File: config.mk
export PLATFORM = sky130hd
export DESIGN_NAME = ibex_rvfi_trace_buffer
export DESIGN_NICKNAME = d
export VERILOG_FILES = /design/src/rtl/ibex_rvfi_trace_buffer.sv
export SDC_FILE = /design/constraint.sdc
export NUM_CORES = 2
export LEC_CHECK = 0
export ABC_CLOCK_PERIOD_IN_PS = 5680
export CORE_MARGIN = 10
export CORE_UTILIZATION = 40
export CTS_BUF_LIST = sky130_fd_sc_hd__clkbuf_2
export CTS_CLUSTER_SIZE = 16
export DETAILED_ROUTE_END_ITERATION = 16
export GPL_ROUTABILITY_DRIVEN = 0
export PLACE_DENSITY = 0.61
export SLEW_MARGIN = 5
export SYNTH_ARGS = -nofsm -noshare
export SYNTH_HDL_FRONTEND = slang
export SYNTH_SLANG_ARGS = --single-unit
File: constraint.sdc
create_clock -name clk_i -period 5.68 [get_ports clk_i]
set_input_delay 1.136 -clock clk_i [delete_from_list [all_inputs] [get_ports clk_i]]
set_output_delay 1.136 -clock clk_i [all_outputs]
set_load 0.005 [all_outputs]
File: src/rtl/ibex_rvfi_trace_buffer.sv
// RVFI retirement trace capture: PC-range filter, circular record buffer, PC trigger with freeze.
// Define IBEX_TRACE_TIMESTAMP_EN to append rvfi_ext_mcycle_i[31:0] as the record MSBs.
module ibex_rvfi_trace_buffer #(
  parameter int unsigned Depth         = 16,
  parameter logic        Wrap          = 1'b0,
  parameter int unsigned PostTrigCount = 8,
`ifdef IBEX_TRACE_TIMESTAMP_EN
  localparam int unsigned RecW = 153,
`else
  localparam int unsigned RecW = 121,
`endif
  localparam int unsigned LvlW = $clog2(Depth + 1)
) (
  input  logic            clk_i,
  input  logic            rst_ni,
  input  logic            enable_i,
  input  logic            clear_i,
  input  logic            rvfi_valid_i,
  input  logic [63:0]     rvfi_order_i,
  input  logic [31:0]     rvfi_pc_rdata_i,
  input  logic [31:0]     rvfi_insn_i,
  input  logic            rvfi_trap_i,
  input  logic            rvfi_intr_i,
  input  logic [1:0]      rvfi_mode_i,
  input  logic [4:0]      rvfi_rd_addr_i,
  input  logic [31:0]     rvfi_rd_wdata_i,
  input  logic [63:0]     rvfi_ext_mcycle_i,
  input  logic [31:0]     filter_lo_i,
  input  logic [31:0]     filter_hi_i,
  input  logic            trigger_en_i,
  input  logic [31:0]     trigger_pc_i,
  input  logic            rd_ready_i,
  output logic            rd_valid_o,
  output logic [RecW-1:0] rd_data_o,
  output logic [LvlW-1:0] level_o,
  output logic            overflow_o,
  output logic            triggered_o,
  output logic            frozen_o
);

  localparam int unsigned PtrW = $clog2(Depth);
  localparam logic [1:0] StIdle   = 2'd0;
  localparam logic [1:0] StArmed  = 2'd1;
  localparam logic [1:0] StPost   = 2'd2;
  localparam logic [1:0] StFrozen = 2'd3;

  logic [RecW-1:0] mem_q [Depth];
  logic [PtrW-1:0] wptr_q, wptr_d, rptr_q, rptr_d;
  logic [LvlW-1:0] level_q, level_d, cnt_q, cnt_d;
  logic [1:0]      state_q, state_d;
  logic            overflow_q, overflow_d, triggered_q, triggered_d;

  logic [120:0]    rec_base;
  logic [RecW-1:0] rec;
  logic            hit, capturing, push, pop, full, empty, trig_hit, mem_we;
  logic            unused_in;

  assign rec_base = {rvfi_order_i[15:0], rvfi_mode_i, rvfi_intr_i, rvfi_trap_i,
                     rvfi_rd_addr_i, rvfi_rd_wdata_i, rvfi_insn_i, rvfi_pc_rdata_i};
`ifdef IBEX_TRACE_TIMESTAMP_EN
  assign rec       = {rvfi_ext_mcycle_i[31:0], rec_base};
  assign unused_in = ^{rvfi_order_i[63:16], rvfi_ext_mcycle_i[63:32]};
`else
  assign rec       = rec_base;
  assign unused_in = ^{rvfi_order_i[63:16], rvfi_ext_mcycle_i};
`endif

  // An inverted window (lo > hi) can never satisfy both compares, so it filters everything.
  assign hit       = rvfi_valid_i & (rvfi_pc_rdata_i >= filter_lo_i) &
                     (rvfi_pc_rdata_i <= filter_hi_i);
  assign capturing = (state_q == StArmed) | (state_q == StPost);
  assign push      = hit & capturing;
  assign empty     = (level_q == {LvlW{1'b0}});
  assign full      = (level_q == LvlW'(Depth));
  assign pop       = ~empty & rd_ready_i;
  assign trig_hit  = hit & trigger_en_i & (rvfi_pc_rdata_i == trigger_pc_i);

  // Buffer pointers, occupancy and overflow flag.
  always_comb begin
    wptr_d     = wptr_q;
    rptr_d     = rptr_q;
    level_d    = level_q;
    overflow_d = overflow_q;
    mem_we     = 1'b0;
    if (clear_i) begin
      wptr_d     = {PtrW{1'b0}};
      rptr_d     = {PtrW{1'b0}};
      level_d    = {LvlW{1'b0}};
      overflow_d = 1'b0;
    end else if (push && (!full || pop)) begin
      mem_we = 1'b1;
      wptr_d = wptr_q + PtrW'(1);
      if (pop) begin
        rptr_d = rptr_q + PtrW'(1);
      end else begin
        level_d = level_q + LvlW'(1);
      end
    end else if (push) begin
      overflow_d = 1'b1;
      if (Wrap) begin
        mem_we = 1'b1;
        wptr_d = wptr_q + PtrW'(1);
        rptr_d = rptr_q + PtrW'(1);
      end else begin
        mem_we = 1'b0;
      end
    end else if (pop) begin
      rptr_d  = rptr_q + PtrW'(1);
      level_d = level_q - LvlW'(1);
    end else begin
      level_d = level_q;
    end
  end

  // Capture FSM with post-trigger countdown.
  always_comb begin
    state_d     = state_q;
    cnt_d       = cnt_q;
    triggered_d = triggered_q;
    if (clear_i) begin
      state_d     = StIdle;
      cnt_d       = {LvlW{1'b0}};
      triggered_d = 1'b0;
    end else begin
      case (state_q)
        StIdle: begin
          if (enable_i) state_d = StArmed;
          else          state_d = StIdle;
        end
        StArmed: begin
          if (!enable_i) begin
            state_d = StIdle;
          end else if (trig_hit) begin
            triggered_d = 1'b1;
            cnt_d       = LvlW'(PostTrigCount);
            state_d     = (PostTrigCount == 32'd0) ? StFrozen : StPost;
          end else begin
            state_d = StArmed;
          end
        end
        StPost: begin
          if (!enable_i) begin
            state_d = StIdle;
          end else if (push) begin
            cnt_d   = cnt_q - LvlW'(1);
            state_d = (cnt_q == LvlW'(1)) ? StFrozen : StPost;
          end else begin
            state_d = StPost;
          end
        end
        StFrozen: state_d = StFrozen;
        default:  state_d = StIdle;
      endcase
    end
  end

  // Control state registers.
  always_ff @(posedge clk_i or negedge rst_ni) begin
    if (!rst_ni) begin
      wptr_q      <= {PtrW{1'b0}};
      rptr_q      <= {PtrW{1'b0}};
      level_q     <= {LvlW{1'b0}};
      cnt_q       <= {LvlW{1'b0}};
      state_q     <= StIdle;
      overflow_q  <= 1'b0;
      triggered_q <= 1'b0;
    end else begin
      wptr_q      <= wptr_d;
      rptr_q      <= rptr_d;
      level_q     <= level_d;
      cnt_q       <= cnt_d;
      state_q     <= state_d;
      overflow_q  <= overflow_d;
      triggered_q <= triggered_d;
    end
  end

  // Record storage; contents need no reset because reads are gated by occupancy.
  always_ff @(posedge clk_i) begin
    if (mem_we) begin
      mem_q[wptr_q] <= rec;
    end
  end

  assign rd_valid_o  = ~empty;
  assign rd_data_o   = empty ? {RecW{1'b0}} : mem_q[rptr_q];
  assign level_o     = level_q;
  assign overflow_o  = overflow_q;
  assign triggered_o = triggered_q;
  assign frozen_o    = (state_q == StFrozen);

endmodule

==> impl_results.rst <==
.. list-table::
   :header-rows: 1

   * - Metric
     - Value
   * - Hold Violations, Final
     - 0
   * - Number of vias per cell after detailed routing
     - 5.32
   * - Core Area
     - ~0.19 mm^2
   * - Clk_lat worst skew
     - around 1900 ps
   * - Layout filler cell count
     - about 15000
   * - MaxCap Viol Count
     - 0
   * - Drt initial violations
     - around 3300
   * - Cell leakage power
     - ~32 nW
   * - Post-synthesis cell type with the largest combined area
     - sky130_fd_sc_hd__edfxtp_1
   * - Highest clock rate
     - 176 MHz
   * - RSZ-0062 raised after global routing
     - true
   * - Final Total Pwr
     - roughly 34 mW
   * - Power per standard cell area
     - ~350 mW/mm^2
   * - CTS Buf Count
     - approximately 490
   * - Post-route antenna net violation count
     - 0
   * - Start point of the worst min-delay path
     - rvfi_insn_i[26]
   * - Detailed Routing Iterations Pass 1
     - 5
   * - Maximum buffer depth of the clock tree
     - 4
   * - Number of distinct library cell variants in the gate-level netlist after synthesis
     - 54
   * - Max Slew Vio Count
     - 0
   * - Proportion of synthesized flip-flops having asynchronous set or reset
     - 0.0112
   * - Share of final-layout standard cells stronger than drive strength 1
     - 0.424
   * - Total Wirelength
     - around 210000 um
   * - Run status
     - finished, final reports clean
   * - Most instantiated flip-flop cell in the synthesis netlist
     - sky130_fd_sc_hd__edfxtp_1
   * - Mean Syn Cell Area
     - about 24 um^2
   * - Total standard cell area after synthesis
     - roughly 0.077 mm^2
   * - Estimated wirelength of the detail-placed design
     - approximately 120000 um
   * - Synthesized flop and latch total
     - 1958
   * - Clock tree from TritonCTS
     - yes
   * - Crit share post-route
     - 0.999
   * - Vias in the first global route
     - 42200
   * - Final setup margin
     - between 7 and 8 ps
   * - H-tree levels
     - 5
   * - Biggest area contributors in the synthesized netlist
     - sky130_fd_sc_hd__edfxtp_1 76%, sky130_fd_sc_hd__mux4_2 18%, sky130_fd_sc_hd__ha_1 1.3%
   * - Residual DRC
     - 0
   * - Wire length of the first global-routing pass
     - just under 300000 um
   * - Post-Synthesis Cells
     - around 3300
   * - Initial core utilization
     - 0.403
   * - Fraction of synthesized cell area taken by the top area cell type
     - 0.758
   * - Area grow syn2layout
     - 26.0%
   * - Port Buffer Count
     - about 350
   * - CP Capture Type
     - primary output
   * - Pin slew with the least headroom to its limit
     - around 1200 ps
   * - Synthesized net count
     - between 3000 and 4000
   * - Initial antenna violation count
     - 17
   * - Number of sinks on the clock net
     - 1958
   * - Post-synth EDFFs
     - just under 2000
   * - Top post-synthesis cells by count
     - 1936 x sky130_fd_sc_hd__edfxtp_1, 605 x sky130_fd_sc_hd__mux4_2, 124 x sky130_fd_sc_hd__and2_1
   * - Area of the die
     - ~0.21 mm^2
   * - Hold Crit Class
     - in2reg
   * - Critical register-to-register path startpoint
     - level_o[1]
   * - Number of standard-cell rows in the floorplan
     - 160
   * - Layout Utilization
     - 0.507
   * - Die width
     - ~460 um
   * - Most common cell in the synthesized netlist
     - sky130_fd_sc_hd__edfxtp_1
   * - Pre-CTS setup slack
     - ~120 ps
   * - Yosys warning count
     - 0
   * - Tightest slew margin relative to the limit
     - 0.191
   * - Launch point of the worst path
     - rptr_q[1]
   * - Clock-pin transition on the worst setup and hold timing paths
     - 130 ps
   * - Average wire per cell in the routed design
     - 28.0 um
   * - Shortest clock period the worst path allows after layout
     - around 5700 ps
   * - Critical path type
     - reg2out
   * - Post-Route Skew
     - around 200 ps
   * - Root Buffer
     - sky130_fd_sc_hd__clkbuf_2
   * - Leftover overflow at the end of global routing
     - 0
   * - Share of the yosys chip area belonging to registers
     - 0.766
   * - Fin nets
     - between 5000 and 6000
   * - Number of top-level pins
     - 466
   * - Dpl cell area
     - just under 0.09 mm^2
   * - CP Data Required Time
     - approximately 4500 ps
   * - Die span in y
     - 458 um
   * - Cell area after layout
     - about 0.097 mm^2
   * - Count of vias placed by the detailed router
     - roughly 40000
   * - Largest net degree at the start of global routing
     - 76
   * - Crit path DAT
     - between 4000 and 5000 ps
   * - GRT Util Overall
     - 0.195
   * - Sort of element at the start of the critical path
     - flop
   * - Setup-violating endpoint count in the final report
     - 0
   * - Worst supply voltage drop on vdd
     - about 0.00019 V
   * - CP max FO
     - 14
[sequential cells by signal (all words and copies together), names as in the netlist]
signal,flops
mem_q,1936
cnt_q,5
level_o,5
rptr_q,4
wptr_q,4
state_q,2
overflow_o,1
triggered_o,1
[power breakdown]
group	internal [mW]	leakage (nW)	total [mW]	switching (mW)
logic	5.14	11.5	8.88	3.74
clock network	3.44	3.15	8.93	5.49
registers	15.9	17.7	15.9	0.0519
total	24.5	32.3	33.7	9.28
[worst max-delay path, cell delays in order, from the launching register on]
cell and delay, ps:
sky130_fd_sc_hd__dfrtp_4 520, sky130_fd_sc_hd__buf_8 170, sky130_fd_sc_hd__buf_4 170, sky130_fd_sc_hd__buf_16 160, sky130_fd_sc_hd__mux4_2 330, sky130_fd_sc_hd__mux4_2 600, sky130_fd_sc_hd__and2_4 210, sky130_fd_sc_hd__clkdlybuf4s50_1 450
[metrics by stage]
stage               hold WS [ps]  instances  setup TNS [ps]
floorplan                    486       3250               0
global route                 111       7464          -13890
global placement             523       6259               0
finish                       304       7466               0
CTS                         2.48       7339          -36520
detailed placement           534       6259               0
[placed cells by master (no fill, tap or decap), types with 12 or more instances in the layout]
cell type	n
sky130_fd_sc_hd__edfxtp_1	1936
sky130_fd_sc_hd__clkbuf_2	697
sky130_fd_sc_hd__mux4_2	605
sky130_fd_sc_hd__clkdlybuf4s50_1	233
sky130_fd_sc_hd__buf_12	202
sky130_fd_sc_hd__buf_4	189
sky130_fd_sc_hd__buf_6	154
sky130_fd_sc_hd__clkinv_1	130
sky130_fd_sc_hd__dlygate4sd3_1	110
sky130_fd_sc_hd__and2_4	98
sky130_fd_sc_hd__ha_1	79
sky130_fd_sc_hd__inv_1	73
sky130_fd_sc_hd__buf_16	41
sky130_fd_sc_hd__xor2_1	34
sky130_fd_sc_hd__buf_8	33
sky130_fd_sc_hd__a21oi_1	28
sky130_fd_sc_hd__and2_1	25
sky130_fd_sc_hd__nor2_1	23
sky130_fd_sc_hd__nand2_1	21
sky130_fd_sc_hd__dfrtp_1	17
sky130_fd_sc_hd__and3_4	16
sky130_fd_sc_hd__clkinv_2	16
sky130_fd_sc_hd__dlymetal6s2s_1	15
sky130_fd_sc_hd__nand4_1	14
sky130_fd_sc_hd__o21ai_0	12
[cell families after synthesis]
family,Yosys count,synth area share
AOI/OAI and AO/OA,76,0.00674
xor gates and xnor gates,39,0.00446
adders and majority gates,80,0.0132
buffers and inverters,229,0.0113
DFF,1958,0.766
muxes,614,0.179
and+or+nand+nor,254,0.0196
[cell type report]
| class | count | area [um^2] | area share |
|---|---|---|---|
| multi-input cells | 1064 | 17500 | 0.181 |
| repair buffers | 1022 | 12900 | 0.133 |
| flip-flops and latches | 1958 | 58700 | 0.608 |
| diodes | 11 | 27.5 | 0.000285 |
| clock inverters | 158 | 779 | 0.00807 |
| clock buffers | 669 | 3350 | 0.0347 |
| well taps | 2511 | 3140 | 0.0325 |
| inverters | 73 | 274 | 0.00284 |
[layer usage]
metal / part of all wire / vias to the layer above / track usage
li1: - / 16900 / -
met1: 0.40 / 21000 / 0.246
met5: 0.00015 / - / 0
met4: 0.034 / 6 / 0.0792
met2: 0.51 / 1486 / 0.326
met3: 0.063 / 310 / 0.0442
[what timing repair did]
item	4_1_cts	5_1_grt
cloned	40	9
setup buffers	104	136
endpoints found under the setup margin	122	116
pin swaps	2	0
gates resized for setup	460	386
hold buffers	110	0
endpoints found under the hold margin	1433	0
[worst paths after layout]
check                                end  slack (ps)  depth (start not counted)
setup / recovery           rd_data_o[25]           8                          7
hold / removal              mem_q[2][58]         300                          1
setup reg to reg              level_o[4]        2780                         10
hold reg to reg              triggered_o         540                          2
max in group asynchronous     state_q[1]        4660                          4
min in group asynchronous      rptr_q[1]         680                          4
No activity file was read; power rests on OpenSTA's default activity.
